===== src/rtl/cdb_pkg.sv =====
// -----------------------------------------------------------------------------
// cdb_pkg
// Shared definitions for the CDB arbiter slice.
//   CDB_XLEN       default data / PC width
//   CDB_ROB_IDX_W  default ROB index width (64-entry ROB)
//   cdb_entry_t    one broadcast record {pc, rob_idx, data}
//   cdb_age()      wrap-aware distance of a ROB slot from the ROB head
// -----------------------------------------------------------------------------
package cdb_pkg;

  localparam int unsigned CDB_XLEN      = 32;
  localparam int unsigned CDB_ROB_IDX_W = 6;

  typedef struct packed {
    logic [CDB_XLEN-1:0]      pc;
    logic [CDB_ROB_IDX_W-1:0] rob_idx;
    logic [CDB_XLEN-1:0]      data;
  } cdb_entry_t;

  // (idx - head) mod 2^w: slots just behind the head wrap to the largest age.
  function automatic int unsigned cdb_age(input int unsigned idx,
                                          input int unsigned head,
                                          input int unsigned w);
    return (idx - head) & ((32'd1 << w) - 32'd1);
  endfunction

endpackage


===== src/rtl/cdb_rr_pick.sv =====
// -----------------------------------------------------------------------------
// cdb_rr_pick
// One selection stage of the CDB grant chain.
// Default build: round-robin pick of the first set bit of i_valid at or after
// i_start (wrapping). With CDB_AGE_PRIORITY_EN defined: pick the valid
// requester with the smallest ROB age relative to i_rob_head, ties to the
// lower index; i_start is then ignored.
// Ports:
//   i_valid     candidate mask (earlier stages' picks already removed)
//   i_start     round-robin start index
//   i_rob_idx   packed ROB slots per requester (age build only)
//   i_rob_head  oldest ROB slot (age build only)
//   o_onehot    one-hot pick
//   o_idx       index of the pick
//   o_found     a candidate was picked
// -----------------------------------------------------------------------------
module cdb_rr_pick
  import cdb_pkg::*;
#(
  parameter int unsigned N  = 4,
  parameter int unsigned W  = 6,
  parameter int unsigned PW = 2
) (
  input  logic [N-1:0]   i_valid,
  input  logic [PW-1:0]  i_start,
`ifdef CDB_AGE_PRIORITY_EN
  input  logic [N*W-1:0] i_rob_idx,
  input  logic [W-1:0]   i_rob_head,
`endif
  output logic [N-1:0]   o_onehot,
  output logic [PW-1:0]  o_idx,
  output logic           o_found
);

`ifdef CDB_AGE_PRIORITY_EN

  logic w_unused_start;
  assign w_unused_start = ^i_start;

  // Linear min-age reduction; strict '<' keeps the lower index on ties.
  always_comb begin
    int unsigned age;
    int unsigned best;
    age      = 0;
    best     = 0;
    o_onehot = '0;
    o_idx    = '0;
    o_found  = 1'b0;
    for (int unsigned i = 0; i < N; i++) begin
      age = cdb_age(32'(i_rob_idx[i*W +: W]), 32'(i_rob_head), W);
      if (i_valid[i] && (!o_found || age < best)) begin
        o_found = 1'b1;
        best    = age;
        o_idx   = PW'(i);
      end
    end
    if (o_found) o_onehot[o_idx] = 1'b1;
  end

`else

  always_comb begin
    int unsigned s;
    logic [PW-1:0] j;
    s        = 0;
    j        = '0;
    o_onehot = '0;
    o_idx    = '0;
    o_found  = 1'b0;
    for (int unsigned off = 0; off < N; off++) begin
      s = 32'(i_start) + off;
      if (s >= N) s = s - N;
      j = PW'(s);
      if (!o_found && i_valid[j]) begin
        o_found     = 1'b1;
        o_onehot[j] = 1'b1;
        o_idx       = j;
      end
    end
  end

`endif

endmodule


===== src/rtl/cdb_arbiter.sv =====
// -----------------------------------------------------------------------------
// cdb_arbiter
// Grants up to NUM_CDB of NUM_REQ completed execution-unit results per cycle
// and registers them onto the common data bus (ROB completion / wakeup).
// Optional macro: CDB_AGE_PRIORITY_EN selects oldest-first (ROB age) grants
// instead of round-robin.
// Ports:
//   clk, rstn            clock, async active-low reset
//   req_valid/pc/rob_idx/data  per-requester completed result
//   req_ready            combinational grant per requester
//   rob_head             oldest ROB slot (age build only)
//   cdb_stall            ROB back-pressure: no grants
//   flush                pipeline flush: no grants, pointer reset
//   cdb_valid/pc/rob_idx/data  registered broadcast, one cycle per result
// -----------------------------------------------------------------------------
module cdb_arbiter
  import cdb_pkg::*;
#(
  parameter int unsigned NUM_REQ   = 4,
  parameter int unsigned NUM_CDB   = 2,
  parameter int unsigned XLEN      = CDB_XLEN,
  parameter int unsigned ROB_IDX_W = CDB_ROB_IDX_W
) (
  input  logic                           clk,
  input  logic                           rstn,
  input  logic [NUM_REQ-1:0]             req_valid,
  input  logic [NUM_REQ*XLEN-1:0]        req_pc,
  input  logic [NUM_REQ*ROB_IDX_W-1:0]   req_rob_idx,
  input  logic [NUM_REQ*XLEN-1:0]        req_data,
  output logic [NUM_REQ-1:0]             req_ready,
  input  logic [ROB_IDX_W-1:0]           rob_head,
  input  logic                           cdb_stall,
  input  logic                           flush,
  output logic [NUM_CDB-1:0]             cdb_valid,
  output logic [NUM_CDB*XLEN-1:0]        cdb_pc,
  output logic [NUM_CDB*ROB_IDX_W-1:0]   cdb_rob_idx,
  output logic [NUM_CDB*XLEN-1:0]        cdb_data
);

  localparam int unsigned PW = (NUM_REQ > 1) ? $clog2(NUM_REQ) : 1;

  logic [PW-1:0]          r_rr_ptr;
  logic [PW-1:0]          w_rr_next;
  logic [PW-1:0]          w_last_idx;
  logic                   w_grant_en;

  logic [XLEN-1:0]        w_pc  [NUM_REQ];
  logic [ROB_IDX_W-1:0]   w_rob [NUM_REQ];
  logic [XLEN-1:0]        w_dat [NUM_REQ];

  logic [NUM_CDB-1:0][NUM_REQ-1:0] w_avail;
  logic [NUM_CDB-1:0][NUM_REQ-1:0] w_pick_oh;
  logic [NUM_CDB-1:0][PW-1:0]      w_pick_idx;
  logic [NUM_CDB-1:0]              w_pick_found;

  for (genvar g = 0; g < NUM_REQ; g++) begin : g_unpack
    assign w_pc[g]  = req_pc[g*XLEN +: XLEN];
    assign w_rob[g] = req_rob_idx[g*ROB_IDX_W +: ROB_IDX_W];
    assign w_dat[g] = req_data[g*XLEN +: XLEN];
  end

  // Stage k sees only requesters not picked by stages 0..k-1, so the chain
  // yields the 1st, 2nd, ... candidate in scan (or age) order.
  for (genvar k = 0; k < NUM_CDB; k++) begin : g_stage
    if (k == 0) begin : g_first
      assign w_avail[k] = req_valid;
    end else begin : g_next
      assign w_avail[k] = w_avail[k-1] & ~w_pick_oh[k-1];
    end

    cdb_rr_pick #(
      .N  (NUM_REQ),
      .W  (ROB_IDX_W),
      .PW (PW)
    ) u_pick (
      .i_valid    (w_avail[k]),
      .i_start    (r_rr_ptr),
`ifdef CDB_AGE_PRIORITY_EN
      .i_rob_idx  (req_rob_idx),
      .i_rob_head (rob_head),
`endif
      .o_onehot   (w_pick_oh[k]),
      .o_idx      (w_pick_idx[k]),
      .o_found    (w_pick_found[k])
    );
  end

  assign w_grant_en = rstn & ~flush & ~cdb_stall;

  always_comb begin
    req_ready = '0;
    for (int unsigned k = 0; k < NUM_CDB; k++) begin
      req_ready = req_ready | w_pick_oh[k];
    end
    if (!w_grant_en) req_ready = '0;
  end

  // Stages find candidates as a prefix, so the last found stage holds the
  // last granted requester.
  always_comb begin
    w_last_idx = '0;
    for (int unsigned k = 0; k < NUM_CDB; k++) begin
      if (w_pick_found[k]) w_last_idx = w_pick_idx[k];
    end
  end

`ifdef CDB_AGE_PRIORITY_EN
  logic w_unused_last;
  assign w_unused_last = ^w_last_idx;
  assign w_rr_next     = '0;
`else
  logic w_unused_head;
  assign w_unused_head = ^rob_head;
  assign w_rr_next     = (w_last_idx == PW'(NUM_REQ - 1)) ? '0 : w_last_idx + 1'b1;
`endif

  always_ff @(posedge clk or negedge rstn) begin
    if (!rstn) begin
      cdb_valid   <= '0;
      cdb_pc      <= '0;
      cdb_rob_idx <= '0;
      cdb_data    <= '0;
      r_rr_ptr    <= '0;
    end else if (flush) begin
      cdb_valid <= '0;
      r_rr_ptr  <= '0;
    end else if (cdb_stall) begin
      cdb_valid <= '0;
    end else begin
      cdb_valid <= w_pick_found;
      for (int unsigned k = 0; k < NUM_CDB; k++) begin
        if (w_pick_found[k]) begin
          cdb_pc[k*XLEN +: XLEN]                <= w_pc[w_pick_idx[k]];
          cdb_rob_idx[k*ROB_IDX_W +: ROB_IDX_W] <= w_rob[w_pick_idx[k]];
          cdb_data[k*XLEN +: XLEN]              <= w_dat[w_pick_idx[k]];
        end
      end
      if (|w_pick_found) r_rr_ptr <= w_rr_next;
    end
  end

`ifndef SYNTHESIS
  always_ff @(posedge clk) begin
    if (rstn) begin
      for (int unsigned i = 0; i < NUM_REQ; i++) begin
        for (int unsigned j = i + 1; j < NUM_REQ; j++) begin
          assert (!(req_valid[i] && req_valid[j] && (w_rob[i] == w_rob[j])))
            else $error("cdb_arbiter: duplicate req_rob_idx on requesters %0d and %0d", i, j);
        end
      end
    end
  end
`endif

endmodule


===== config.mk =====
export PLATFORM = sky130hd
export DESIGN_NAME = cdb_arbiter
export DESIGN_NICKNAME = d
export VERILOG_FILES = /design/src/rtl/cdb_pkg.sv /design/src/rtl/cdb_rr_pick.sv /design/src/rtl/cdb_arbiter.sv
export SDC_FILE = /design/constraint.sdc
export NUM_CORES = 1
export LEC_CHECK = 0
export CAP_MARGIN = 15
export CORE_AREA = 2 2 169 171
export DETAILED_ROUTE_END_ITERATION = 10
export DIE_AREA = 0 0 171 173
export GPL_TIMING_DRIVEN = 0
export MAX_ROUTING_LAYER = met4
export PLACE_DENSITY = 0.86
export SLEW_MARGIN = 20
export SYNTH_ARGS = -nofsm -noshare
export SYNTH_HDL_FRONTEND = slang
export SYNTH_HIERARCHICAL = 1
export SYNTH_SLANG_ARGS = --single-unit

===== constraint.sdc =====
create_clock -name clk -period 4.65 [get_ports clk]
set_clock_uncertainty 0.05 [all_clocks]
set_input_delay 0.6975 -clock clk [delete_from_list [all_inputs] [get_ports clk]]
set_output_delay 0.6975 -clock clk [all_outputs]
set_load 0.02 [all_outputs]

==> results.toml <==
[timing]
rsz0062_at_grt = "true"
setup_ws_ns = -0.0902
fmax_mhz = 211
finalWorstPathRequiredPeriod_ns = 4.74
period_share_pct = 102
setup_viol = 4
slew_viol_final = 0
hold_viol = 0
max_slew_margin_pct = 38.1
final.setup.tns_ns = -0.257
worst_pin_slew_ns = 0.929

[final_layout]
stdcell_count = 1471
drive_above_1_share_pct = 38.9
multiInputGateArea_mm2 = 0.00610
finalNetCount = 1382
regArea_mm2 = 0.00361
nFillCells = 2197
area_growth_pct = 58.2

[logic_synthesis]
synthMuxAreaShare_pct = 53.7
synth_compound_area_share_pct = 2.85
synthTopCellsByArea = "dfrtp_1, mux4_2, mux2_4, mux2_2, buf_6"
ys_seq_area_share_pct = 35.7
synth_top_flop_cell = "dfrtp_1"
synth.most_common_cell = "dfrtp_1"
netlist.top_cell.by_area = "dfrtp_1"
postSynth.asyncResetShare_pct = 100
synthSimpleGateAreaFrac_pct = 2.23
syn_area_per_cell_um2 = 17.3
synth_nets = 889
synth-edff-count = 0
synthXorXnorAreaFrac_pct = 0.173
synth_cells = 585
synth_top_family_by_area = "multiplexers"
synth_fa_ha_area_share_pct = 1.24
netlist_area_mm2 = 0.0101
ys_ff_latch = 144
synthTopCellsByCount = "dfrtp_1, mux4_2, mux2_4"
synth_cell_type_count = 33
yosysTopAreaCellShare_pct = 35.7
yosysWarnings = 6

[clock_tree]
cts_tree = "built"
clock-sinks = 144
clk_pin_slew_worst_paths_ns = 0.07
cts_max_level = 4
clkLatencyLatePin_ns = 0.43
ctsLongestPathBuffers = 2
numCtsBuffers = 17
clockRootBuffer = "clkbuf_16"

[placed_design]
gp_congestion = 0.936
dp_cells = 1397
place_hpwl_um = 28200
port_buffers = 433

[global_route]
track_usage_pct = 25.9
antenna_found_initial = 2
grt-ovfl-total = 0
grt_pass1_wl_um = 55200
grt_max_degree = 82
first_global_vias = 8926

[drt]
via_per_inst = 5.54
drtIter0Drc = 512
antenna_left = 0
drc = 0
drt-total-wl_um = 37300
vias = 8144
routedWlPerCell_um = 25.3
firstDrtPassIters = 5

[critical_path]
startpoint_type = "flop"
critPathCaptureType = "output pin"
r2r-end = "cdb_data[44]$_DFFE_PN0P_"
crit_path_max_fanout = 6
ff2ff_setup_slack_ns = 0.07
cp_top_family = "buffers and inverters"
critPathBufInv = 16
r2r_cells = 16
critPathKind = "reg -> out"
path_cells = "buf_8, inv_4, ha_4, buf_4, mux4_2, nor4b_4, a22oi_1, o21ai_1, buf_4, buf_4, buf_4, buf_4, buf_4, buf_4, buf_4, buf_4, buf_4, buf_4, buf_4, buf_4, o21a_1, buf_6"
cp.arrival_ns = 3.99
required_ns = 3.90
crit_slowest_cell = "dfrtp_2"
cpMostUsedCell = "buf_4"
slowest_delay_ns = 0.44
regToRegStartpoint = "r_rr_ptr[0]$_DFFE_PN0P_"

[die]
die_h_um = 173
fp.dieW_um = 171
dieArea_mm2 = 0.0296
ios = 440
start_util_pct = 36.6
core_area_mm2 = 0.0276
rows = 61

[worst_hold_path]
min_path_type = "in -> async"

[power]
peakVddDrop_uv = 361
powerDensity_mw_per_mm2 = 761
power.static_leakage_uw = 0.00633

[run]
max_cap_viol_count = 0

[outcome]
violations = "setup timing"
run_status = "finished with violations"
-- where the power goes --
part	leakage [uW]	switching [uW]	internal, uW
Sequential	0.00170	401	1910
Clock	0.000322	556	997
Combinational	0.00431	3620	4670
-- registers in the layout, summed over array words and instances (netlist names) --
register	count
cdb_data	64
cdb_pc	64
cdb_rob_idx	12
cdb_valid	2
r_rr_ptr	2
-- stage by stage --
stage	power [uW]	hold slack, ns	cell area (um^2)	util (%)	worst slack, ns
5_1_grt	12700	0.190	16000	57.8	-0.207
3_5_place_dp	10300	0.440	14900	54.1	-0.998
6_report	12200	0.168	16000	57.8	-0.0902
2_1_floorplan	7470	0.352	10100	-	0.148
4_1_cts	12200	0.171	16000	57.7	-0.0503
3_3_place_gp	10100	0.439	14900	54.0	-3.63
-- per-layer routing --
metal,track usage (%),vias up,share of wire [%]
met5,-,-,0
met2,42.7,426,50
met4,10.3,0,3.7
met1,30.4,4221,39
met3,6.25,89,7.1
li1,-,3408,-
-- area by class of cell --
class	count	share of cell area (%)
Multi-Input combinational cell	381	38.2
Timing Repair Buffer	476	29.3
Sequential cell	144	22.6
Clock buffer	23	2.99
Tap cell	378	2.96
Buffer	52	2.71
Clock inverter	9	1.11
Inverter	6	0.157
Antenna cell	2	0.0313
-- worst reg2reg max path: stages, from the launching register on --
cell and delay (ns):
dfrtp_2 0.40, buf_8 0.14, buf_6 0.09, mux4_2 0.56
nor4b_4 0.42, a22oi_1 0.13, o21ai_1 0.16, nor2b_2 0.11
mux4_2 0.55, nor4b_4 0.42, buf_4 0.17, nor2_1 0.04
a32o_1 0.23, buf_6 0.17, clkbuf_8 0.19, mux4_2 0.35
mux2_2 0.29
-- worst max-delay path by stage --
| stage | start | to | slack (ns) | cells past startpoint |
|---|---|---|---|---|
| detailed placement | req_valid[2] | cdb_pc[60]$_DFFE_PN0P_ | -1.0 | 15 |
| finish | r_rr_ptr[0]$_DFFE_PN0P_ | req_ready[2] | -0.09 | 22 |
| CTS | r_rr_ptr[0]$_DFFE_PN0P_ | req_ready[2] | -0.05 | 16 |
| floorplan | r_rr_ptr[1]$_DFFE_PN0P_ | cdb_data[32]$_DFFE_PN0P_ | 0.15 | 17 |
| global placement | rstn | req_ready[2] | -3.63 | 4 |
| global route | r_rr_ptr[0]$_DFFE_PN0P_ | req_ready[3] | -0.21 | 14 |
-- layout by cell type (no fill, tap or decap), drive strengths merged, types with 7 or more instances in the layout --
master / instances
a22oi: 16
buf: 89
clkbuf: 34
clkdlybuf4s50: 424
dfrtp: 144
ha: 10
inv: 7
mux2: 142
mux4: 148
nor2: 7
nor2b: 7
o21ai: 10
-- cells by family after synthesis --
group	Yosys count
muxes	295
DFF	144
buffers and inverters	60
AOI/OAI and AO/OA	41
and+or+nand+nor	33
adders and majority gates	10
xor gates and xnor gates	2
-- timing repair --
action                                  in CTS  in global routing
endpoints found under the setup margin      75                 75
hold buffers                                 0                  0
pin swaps                                    8                  8
gates resized for setup                     57                 20
buffers inserted                            40                  2
Power figures use the tool's default switching activity.
